## src/rtl/histo_pkg.sv

```systemverilog
// Shared definitions for the histogram readout path: controller states,
// the buffered beat format and the default datapath widths.
package histo_pkg;

    localparam int HISTO_DW = 8;
    localparam int HISTO_AW = 8;

    typedef enum logic [1:0] {
        ST_IDLE  = 2'd0,
        ST_RUN   = 2'd1,
        ST_FLUSH = 2'd2
    } rd_state_e;

    typedef struct packed {
        logic [HISTO_DW-1:0] count;
        logic                last;
    } beat_t;

endpackage

```

## src/rtl/histo_readout_ctrl_fifo.sv

```systemverilog
// Two-entry beat buffer between the bin RAM read return and the stream stage.
// Entry 0/1 are written alternately; the head entry is presented combinationally.
module histo_beat_fifo #(
    parameter int P_W = 9
) (
    input  logic           aclk,
    input  logic           areset,
    input  logic           push_i,
    input  logic [P_W-1:0] push_data_i,
    input  logic           pop_i,
    output logic [P_W-1:0] head_o,
    output logic [1:0]     count_o
);

    logic       wr_ptr_q;
    logic       rd_ptr_q;
    logic [1:0] count_q;
    logic [1:0] count_d;
    logic       do_pop;
    logic       do_push;

    assign do_pop  = pop_i && (count_q != 2'd0);
    // A push into a full buffer is dropped; the controller's credit never lets it happen.
    assign do_push = push_i && ((count_q != 2'd2) || do_pop);
    assign count_d = count_q + {1'b0, do_push} - {1'b0, do_pop};

    genvar gi;
    generate
        for (gi = 0; gi < 2; gi++) begin : g_entry
            logic [P_W-1:0] data_q;
            always_ff @(posedge aclk or posedge areset) begin
                if (areset) begin
                    data_q <= '0;
                end else if (do_push && (wr_ptr_q == 1'(gi))) begin
                    data_q <= push_data_i;
                end
            end
        end
    endgenerate

    always_ff @(posedge aclk or posedge areset) begin
        if (areset) begin
            wr_ptr_q <= 1'b0;
            rd_ptr_q <= 1'b0;
            count_q  <= 2'd0;
        end else begin
            if (do_push) wr_ptr_q <= ~wr_ptr_q;
            if (do_pop)  rd_ptr_q <= ~rd_ptr_q;
            count_q <= count_d;
        end
    end

    assign head_o  = rd_ptr_q ? g_entry[1].data_q : g_entry[0].data_q;
    assign count_o = count_q;

endmodule

```

## src/rtl/histo_readout_ctrl.sv

```systemverilog
// Walks the histogram bin RAM from address 0 upward, streams each count as a
// beat (last on the top bin) and optionally clears every bin as it is read.
module histo_readout_ctrl
    import histo_pkg::*;
#(
    parameter int P_DW          = HISTO_DW,
    parameter int P_AW          = HISTO_AW,
    parameter bit P_CLR_ON_READ = 1'b1
) (
    input  logic            aclk,
    input  logic            areset,
    input  logic            start_i,
    output logic            busy_o,
    output logic            done_o,
    output logic            mem_rd_en_o,
    output logic [P_AW-1:0] mem_rd_addr_o,
    input  logic [P_DW-1:0] mem_rd_data_i,
    output logic            mem_wr_en_o,
    output logic [P_AW-1:0] mem_wr_addr_o,
    output logic [P_DW-1:0] mem_wr_data_o,
    output logic [P_DW-1:0] histo_data_o,
    output logic            histo_data_valid_o,
    output logic            histo_data_last_o,
    input  logic            tready_i
);

    localparam logic [P_AW-1:0] LAST_ADDR = '1;

    rd_state_e       state_q, state_d;
    logic [P_AW-1:0] rd_addr_q, rd_addr_d;
    logic            done_q, done_d;
    logic            inflight_q;
    logic [P_AW-1:0] inflight_addr_q;

    logic [1:0]      fifo_count;
    logic [P_DW:0]   fifo_head;
    logic            fifo_valid;
    logic            pop;
    logic            rd_issue;
    logic [2:0]      credit_used;

    assign fifo_valid  = (fifo_count != 2'd0);
    assign pop         = fifo_valid && tready_i;
    // Slots the buffer will hold after this cycle, counting the read already in flight.
    assign credit_used = {1'b0, fifo_count} + {2'b0, inflight_q} - {2'b0, pop};
    assign rd_issue    = (state_q == ST_RUN) && (credit_used < 3'd2);

    always_comb begin
        state_d   = state_q;
        rd_addr_d = rd_addr_q;
        done_d    = 1'b0;
        case (state_q)
            ST_IDLE: begin
                if (start_i) begin
                    state_d   = ST_RUN;
                    rd_addr_d = '0;
                end
            end
            ST_RUN: begin
                if (rd_issue) begin
                    if (rd_addr_q == LAST_ADDR) state_d = ST_FLUSH;
                    else rd_addr_d = rd_addr_q + P_AW'(1);
                end
            end
            ST_FLUSH: begin
                if (credit_used == 3'd0) begin
                    state_d = ST_IDLE;
                    done_d  = 1'b1;
                end
            end
            default: state_d = ST_IDLE;
        endcase
    end

    always_ff @(posedge aclk or posedge areset) begin
        if (areset) begin
            state_q         <= ST_IDLE;
            rd_addr_q       <= '0;
            done_q          <= 1'b0;
            inflight_q      <= 1'b0;
            inflight_addr_q <= '0;
        end else begin
            state_q    <= state_d;
            rd_addr_q  <= rd_addr_d;
            done_q     <= done_d;
            inflight_q <= rd_issue;
            if (rd_issue) inflight_addr_q <= rd_addr_q;
        end
    end

    histo_beat_fifo #(
        .P_W(P_DW + 1)
    ) u_fifo (
        .aclk       (aclk),
        .areset     (areset),
        .push_i     (inflight_q),
        .push_data_i({mem_rd_data_i, (inflight_addr_q == LAST_ADDR)}),
        .pop_i      (pop),
        .head_o     (fifo_head),
        .count_o    (fifo_count)
    );

    assign busy_o             = (state_q != ST_IDLE);
    assign done_o             = done_q;
    assign mem_rd_en_o        = rd_issue;
    assign mem_rd_addr_o      = rd_addr_q;
    // The clear lands in the return cycle, one address behind the read port.
    assign mem_wr_en_o        = inflight_q && P_CLR_ON_READ;
    assign mem_wr_addr_o      = inflight_addr_q;
    assign mem_wr_data_o      = '0;
    assign histo_data_valid_o = fifo_valid;
    assign histo_data_o       = fifo_valid ? fifo_head[P_DW:1] : '0;
    assign histo_data_last_o  = fifo_valid && fifo_head[0];

endmodule

```

## config.mk

```make
export PLATFORM = sky130hd
export DESIGN_NAME = histo_readout_ctrl
export DESIGN_NICKNAME = d
export VERILOG_FILES = /design/src/rtl/histo_pkg.sv /design/src/rtl/histo_readout_ctrl_fifo.sv /design/src/rtl/histo_readout_ctrl.sv
export SDC_FILE = /design/constraint.sdc
export NUM_CORES = 1
export LEC_CHECK = 0
export ABC_AREA = 0
export CAP_MARGIN = 15
export CORE_ASPECT_RATIO = 0.7
export CORE_MARGIN = 5
export CORE_UTILIZATION = 29
export DETAILED_ROUTE_END_ITERATION = 10
export GPL_ROUTABILITY_DRIVEN = 0
export HOLD_SLACK_MARGIN = 0.06
export PLACE_DENSITY_LB_ADDON = 0.05
export SLEW_MARGIN = 10
export SYNTH_ARGS = -nofsm -noshare
export SYNTH_HDL_FRONTEND = slang
export SYNTH_SLANG_ARGS = --single-unit
```

## constraint.sdc

```tcl
create_clock -name aclk -period 3.6 [get_ports aclk]
set_input_delay 0.72 -clock aclk [delete_from_list [all_inputs] [get_ports aclk]]
set_output_delay 0.72 -clock aclk [all_outputs]
set_load 0.02 [all_outputs]
```

==> results of run 1 <==
power breakdown:
| group | leakage, nW | internal, mW | switching (mW) | total (mW) |
|---|---|---|---|---|
| clock | 0.0514 | 0.207 | 0.166 | 0.373 |
| combinational | 0.661 | 0.675 | 0.756 | 1.43 |
| sequential | 0.514 | 0.666 | 0.178 | 0.844 |
| total | 1.23 | 1.55 | 1.10 | 2.65 |
per-stage QoR:
stage          TNS, ns  cell area, um^2  utilization  worst slack [ns]
2_1_floorplan        0             2090            -             0.321
3_3_place_gp    -0.689             2580        0.377            -0.537
3_5_place_dp     -1.72             2580        0.377            -0.658
4_1_cts              0             2710        0.395             0.109
5_1_grt              0             2710        0.395            0.0242
6_report             0             2710        0.395             0.102
area by class of cell:
class                      instances  area, um^2  area share
clock buffer                       6        72.6      0.0268
timing repair buffer              50         474       0.175
inverter                          11        41.3      0.0152
multi-input combinational        137         915       0.338
sequential                        42        1050       0.388
tap                               94         118      0.0434
clock inverter                     2        37.5      0.0139
state kept, by name (all words and copies together), names as in the netlist:
signal	count
done_o	1
mem_rd_addr_o	8
mem_wr_addr_o	8
mem_wr_en_o	1
state_q	2
u_fifo.count_o	2
u_fifo.g_entry.data_q	18
u_fifo.rd_ptr_q	1
u_fifo.wr_ptr_q	1
worst min-delay path by stage:
stage | slack, ns | to | cells after the start | from
2_1_floorplan | 0.47 | u_fifo.wr_ptr_q | 1 | u_fifo.wr_ptr_q
3_3_place_gp | 0.49 | u_fifo.g_entry[1].data_q[8] | 1 | u_fifo.g_entry[1].data_q[8]
3_5_place_dp | 0.49 | u_fifo.wr_ptr_q | 1 | u_fifo.wr_ptr_q
4_1_cts | 0.50 | u_fifo.wr_ptr_q | 1 | u_fifo.wr_ptr_q
5_1_grt | 0.52 | u_fifo.g_entry[1].data_q[3] | 1 | u_fifo.g_entry[1].data_q[3]
6_report | 0.50 | u_fifo.wr_ptr_q | 1 | u_fifo.wr_ptr_q
synthesized netlist by cell type (all sizes together), types with 2 or more instances:
library cell	count	area (um^2)
dfrtp	42	1050
nand2	33	124
mux2	18	203
nor2	16	60.1
buf	11	83.8
inv	11	41.3
mux2i	10	100
o21ai	9	45.0
ha	5	62.6
nand3	4	20.0
a31oi	3	18.8
clkbuf	3	11.3
o31ai	3	22.5
a21oi	2	10.0
and3	2	12.5
nand4	2	12.5
nor2b	2	12.5
nor3	2	10.0
or2	2	12.5
or3	2	12.5
xnor2	2	17.5
xor2	2	17.5
layer usage:
metal,track usage,wire [um]
met5,0,0
met1,0.171,2500
met2,0.157,1960
met4,0.0295,44
met3,0.0339,321
kinds of logic after synthesis:
logic type	count (synthesis)
AND/OR/NAND/NOR	68
adder cells (fa/ha/maj)	6
other	1
flip-flops	42
XOR/XNOR	4
AO/OA/AOI/OAI	23
multiplexers	28
buffers and inverters	25
what timing repair did:
item | CTS | global route
setup endpoints to repair | 1 | 0
buffers inserted | 1 | 0
hold buffers | 0 | 0
resized for setup | 9 | 0
endpoints found under the hold margin | 0 | 0
==> results.json, run 1 <==
{
  "status": "completed",
  "numCtsBuffers": 5,
  "layout.cells.most_common": "dfrtp_1",
  "synth_edf_count": 0,
  "placed_cells": 333,
  "wire_per_inst_um": 14.1,
  "grt_max_degree": 43,
  "synth_xor_area_frac": 0.0170,
  "routed_via_density": 4.43,
  "worstPathMaxFanout": 2,
  "crit_end": "mem_rd_en_o",
  "finClkSkew_ns": 0.0111,
  "n_antenna_cell": 0,
  "rrSetupSlack_ns": 0.46,
  "grt_util_all_layers": 0.114,
  "critical_path_class": "input pin to output pin",
  "htree_levels": 2,
  "cap_violations": 0,
  "yosys.area_share.simple": 0.146,
  "r2r-start": "u_fifo.count_o[1]",
  "clkTransAtPathRegs_ns": 0.07,
  "muxShareOfSynthArea": 0.147,
  "rsz0062_at_grt": "no",
  "post-route-min-period_ns": 3.50,
  "finalNetCount": 265,
  "num_io_pins": 50,
  "cp_top_family": "adder cells",
  "first_iter_violations": 71,
  "postSynth.topFlopCell": "dfrtp_1",
  "dpl.hpwl_mm": 3.44,
  "cts_buffer_depth": 2,
  "endpoint_kind": "output pin",
  "tightestPinTransition_ns": 0.617,
  "cp.depth": 9,
  "cts_tree": "yes",
  "startpoint_type": "input pin",
  "core_area_um2": 6850,
  "async_reset_ff_frac": 1.00,
  "grt_first_pass_wirelength_mm": 8.08,
  "max_freq_mhz": 286,
  "drive_gt1_frac": 0.173,
  "synth_fa_ha_area_frac": 0.0400,
  "routed_wl_mm": 4.83,
  "io_buffer_count": 41,
  "ir_drop_mv": 0.234,
  "post-route-drc-count": 0,
  "layoutNonFillerInstCount": 342,
  "cp.arrival_ns": 2.78,
  "cpPeakStageDelay_ns": 0.51,
  "syn-cell-area_um2": 2070,
  "power.total_mw": 2.65,
  "insertion_delay_ns": 0.29,
  "num_rows": 25,
  "yosysSeqAreaShare": 0.509,
  "setup_viol": 0,
  "timing.rr.end": "mem_rd_addr_o[5]",
  "ys_ff_latch": 42,
  "synth_compound_area_frac": 0.0739,
  "fin_crit_sh": 0.972,
  "gr-total-overflow": 0,
  "antenna_found_initial": 0,
  "die_area_um2": 8940,
  "yosysWarnings": 0,
  "area_growth_syn_to_layout_pct": 31.1,
  "timing.hold.ws_ns": 0.504,
  "rr_worst_depth": 11,
  "slowest_stage": "or4_4",
  "hold_viol": 0,
  "cts.sink_count": 42,
  "ys_types": 36,
  "maxSlewHeadroom": 0.589,
  "nFillCells": 668,
  "worstPathCellList": "dlygate4sd2_1, nor2b_4, ha_1, inv_1, ha_2, fa_1, or4_4, inv_2, buf_4",
  "most-common-layout-cells": "42 x dfrtp_1, 39 x clkdlybuf4s50_1, 33 x nand2_1",
  "dieWidth_um": 111,
  "firstDrtPassIters": 4,
  "min_path_type": "register to register",
  "grt_pass1_vias": 1541,
  "p_leak_nw": 1.23,
  "die_h_um": 80.6,
  "power_density_nw_per_um2": 977,
  "worstPathRequired_ns": 2.88,
  "synth_top_family_by_area": "multiplexers",
  "synthCells": 197,
  "start_util": 0.302,
  "cp-startpoint": "tready_i",
  "avgSynthCellArea_um2": 10.5,
  "drv_slew": 0,
  "drt.antenna.violating_nets": 0,
  "cts_root_buf": "clkbuf_8",
  "vias": 1515,
  "crit_buf_inv": 4
}
Note: power is estimated with default switching activity, not from simulation.
==> inputs of run 2 (changes only) <==
--- a/config.mk
+++ b/config.mk
@@ -5,7 +5,7 @@
 export SDC_FILE = /design/constraint.sdc
 export NUM_CORES = 1
 export LEC_CHECK = 0
-export ABC_AREA = 0
+export ABC_AREA = 1
 export CAP_MARGIN = 15
 export CORE_ASPECT_RATIO = 0.7
 export CORE_MARGIN = 5
@@ -14,7 +14,6 @@
 export GPL_ROUTABILITY_DRIVEN = 0
 export HOLD_SLACK_MARGIN = 0.06
 export PLACE_DENSITY_LB_ADDON = 0.05
-export SLEW_MARGIN = 10
 export SYNTH_ARGS = -nofsm -noshare
 export SYNTH_HDL_FRONTEND = slang
 export SYNTH_SLANG_ARGS = --single-unit
==> constraint.sdc (replaced) <==
create_clock -name aclk -period 3.6 [get_ports aclk]
set_input_delay 1.08 -clock aclk [delete_from_list [all_inputs] [get_ports aclk]]
set_output_delay 1.08 -clock aclk [all_outputs]
set_load 0.02 [all_outputs]
==> run 2 against run 1 <==
Sequential power shrank 16%; worst hold slack worse by 0.017 ns; largest cell class unchanged; total power fell by 9.0%; synthesized cell count is 39% higher; combinational power is 3% lower; worst setup slack got worse by 0.21 ns; critical endpoint unchanged; clock power down 15%; register-to-register slack worse by 0.05 ns; sequential cell count unchanged; sequential share of layout area decreased by 4.8 points; critical path type unchanged; the flow now finishes with violations (setup timing); design area up 14%.
==> results.json, run 2 <==
{
  "status": "complete, but fails checks",
  "violations": "setup timing",
  "yosysSeqAreaShare": 0.472,
  "cts_buffer_depth": 2,
  "syn-cell-area_um2": 2230,
  "io_buffer_count": 41,
  "cp-startpoint": "tready_i",
  "place_ws_ns": -1.07,
  "rr_worst_depth": 22,
  "firstDrtPassIters": 4,
  "cts_tree": "yes",
  "layoutNonFillerInstCount": 450,
  "largest_reg_flops": 18,
  "hold_start": "u_fifo.g_entry[0].data_q[6]",
  "hold_path_depth": 2,
  "ys_types": 30,
  "core_area_um2": 7380,
  "cp.arrival_ns": 2.62,
  "min_path_type": "register to register",
  "p_leak_nw": 1.52,
  "critical_path_class": "input pin to output pin",
  "post-route-min-period_ns": 3.70,
  "cap_violations": 0,
  "timing.rr.end": "u_fifo.rd_ptr_q",
  "startpoint_type": "input pin",
  "first_iter_violations": 110,
  "dieWidth_um": 115,
  "post-route-drc-count": 0,
  "synth_top_area_frac": 0.472,
  "maxSlewHeadroom": 0.617,
  "synth_most_common_cell": "nand2_1",
  "hold_viol": 0,
  "final_util": 0.419,
  "largest_register": "u_fifo.g_entry.data_q",
  "grt_first_pass_wirelength_mm": 9.89,
  "clkTransAtPathRegs_ns": 0.08,
  "setup_ws_ns": -0.104,
  "antenna_found_initial": 0,
  "placed_cells": 418,
  "synth_edf_count": 0,
  "netlist.top_cell.by_area": "dfrtp_1",
  "die_area_um2": 9560,
  "wire_per_inst_um": 12.6,
  "finClkSkew_ns": 0.00338,
  "drive_gt1_frac": 0.233,
  "finalNetCount": 369,
  "drv_slew": 0,
  "dpl.hpwl_mm": 3.86,
  "routed_wl_mm": 5.66,
  "area_growth_syn_to_layout_pct": 38.8,
  "synthCells": 274,
  "drt.antenna.violating_nets": 0,
  "cts.sink_count": 42,
  "htree_levels": 2,
  "yosysWarnings": 0,
  "cts_root_buf": "clkbuf_8",
  "synth_commonest_cells": "100 x nand2_1, 42 x dfrtp_1, 26 x inv_1",
  "insertion_delay_ns": 0.29,
  "grt_max_degree": 43,
  "ir_drop_mv": 0.275,
  "num_io_pins": 50,
  "die_h_um": 83.3,
  "holdPathEnd": "u_fifo.g_entry[0].data_q[6]",
  "ctsHoldBuffers": 0,
  "vias": 1876,
  "power_density_nw_per_um2": 779,
  "num_rows": 26,
  "timing.hold.ws_ns": 0.487,
  "ys_ff_latch": 42,
  "synth_area_leaders": "dfrtp_1 47%, nand2_1 17%, o21ai_2 4.7%, inv_1 4.4%, nor2_1 2.9%",
  "n_antenna_cell": 0,
  "grt_pass1_vias": 1963,
  "numCtsBuffers": 5,
  "rrSetupSlack_ns": 0.41,
  "routed_via_density": 4.17,
  "r2r-start": "u_fifo.count_o[0]",
  "worstPathRequired_ns": 2.52,
  "max_freq_mhz": 270,
  "rsz0062_at_grt": "yes",
  "endpoint_kind": "output pin",
  "setup_viol": 1,
  "gr-total-overflow": 0,
  "nFillCells": 773,
  "fin_crit_sh": 1.03,
  "avgSynthCellArea_um2": 8.12,
  "most-common-layout-cells": "100 x nand2_1, 42 x dfrtp_1, 39 x clkdlybuf4s50_1",
  "worstPathMaxFanout": 2,
  "tightestPinTransition_ns": 0.575,
  "layout.cells.most_common": "nand2_1",
  "grt_util_all_layers": 0.128,
  "postSynth.topFlopCell": "dfrtp_1",
  "async_reset_ff_frac": 1.00,
  "start_util": 0.301
}
## run 2: cell count changes in the layout (fill, tap and decap cells not counted), sizes merged, moves of 3 or more
cell,previous run,this run
nand2,33,106
buf,10,38
inv,11,31
mux2,18,0
o21ai,9,24
a21oi,2,12
mux2i,10,0
nor2,16,21
a31oi,3,0
o31ai,3,0
## run 2: logic make-up (layout without fill, tap and decap cells)
group	count (synthesis)	count (layout)	synth area share
AO/OA/AOI/OAI	37	37	0.105
AND/OR/NAND/NOR	140	140	0.271
adder cells (fa/ha/maj)	6	6	0.0371
buffers and inverters	46	117	0.106
other	1	8	0.00168
flip-flops	42	42	0.472
XOR/XNOR	2	2	0.00787
## run 2: stage by stage
stage,TNS (ns),instance area (um^2),power (mW)
5_1_grt,-0.162,3090,2.62
2_1_floorplan,0,2260,1.46
4_1_cts,-0.119,3080,2.41
3_5_place_dp,-1.07,2770,1.87
3_3_place_gp,-1.03,2770,1.87
6_report,-0.104,3090,2.41
## run 2: final cells by class
type	count	area [um^2]	share of cell area
flip-flops and latches	42	1050	0.340
multi-input cells	193	1010	0.326
repair buffers	77	691	0.223
inverters	32	128	0.0413
well taps	98	123	0.0397
clock buffers	7	86.3	0.0279
clock inverters	1	5.00	0.00162
## run 2: critical path: stages
cell and delay [ns]:
buf_6 0.10, inv_4 0.05, nor2_4 0.04, ha_4 0.28, inv_4 0.04, ha_4 0.15, fa_1 0.47, inv_2 0.10
nand4_4 0.11, inv_4 0.09, buf_6 0.11
## run 2: how the worst max path moves through the flow
stage                             end  slack [ns]  cells past startpoint
after CTS                 mem_rd_en_o       -0.12                     11
final                     mem_rd_en_o       -0.10                     11
after floorplan           mem_rd_en_o       0.008                      9
after global routing      mem_rd_en_o       -0.16                     11
after detailed placement  mem_rd_en_o       -1.07                     11
after global placement    mem_rd_en_o       -1.03                     11
## run 2: what timing repair did
item,in CTS,in global routing
pin swaps,4,3
gates cloned,0,0
resized for setup,18,5
endpoints found under the setup margin,1,2
buffers inserted,26,0
hold endpoints to repair,0,0
## run 2: report_power, final
| part | total [mW] | internal (mW) | leakage, nW | switching [mW] |
|---|---|---|---|---|
| registers | 0.711 | 0.609 | 0.553 | 0.102 |
| clock network | 0.318 | 0.155 | 0.0482 | 0.163 |
| logic | 1.38 | 0.628 | 0.922 | 0.752 |
## run 2: layer usage
metal / wire length [um] / part of all wire / global-route usage / vias up
li1: - / - / - / 982
met1: 3020 / 0.53 / 0.194 / 844
met2: 2310 / 0.41 / 0.181 / 45
met3: 298 / 0.053 / 0.0327 / 5
met4: 37 / 0.0065 / 0.0256 / 0
met5: 0 / 0 / 0 / -
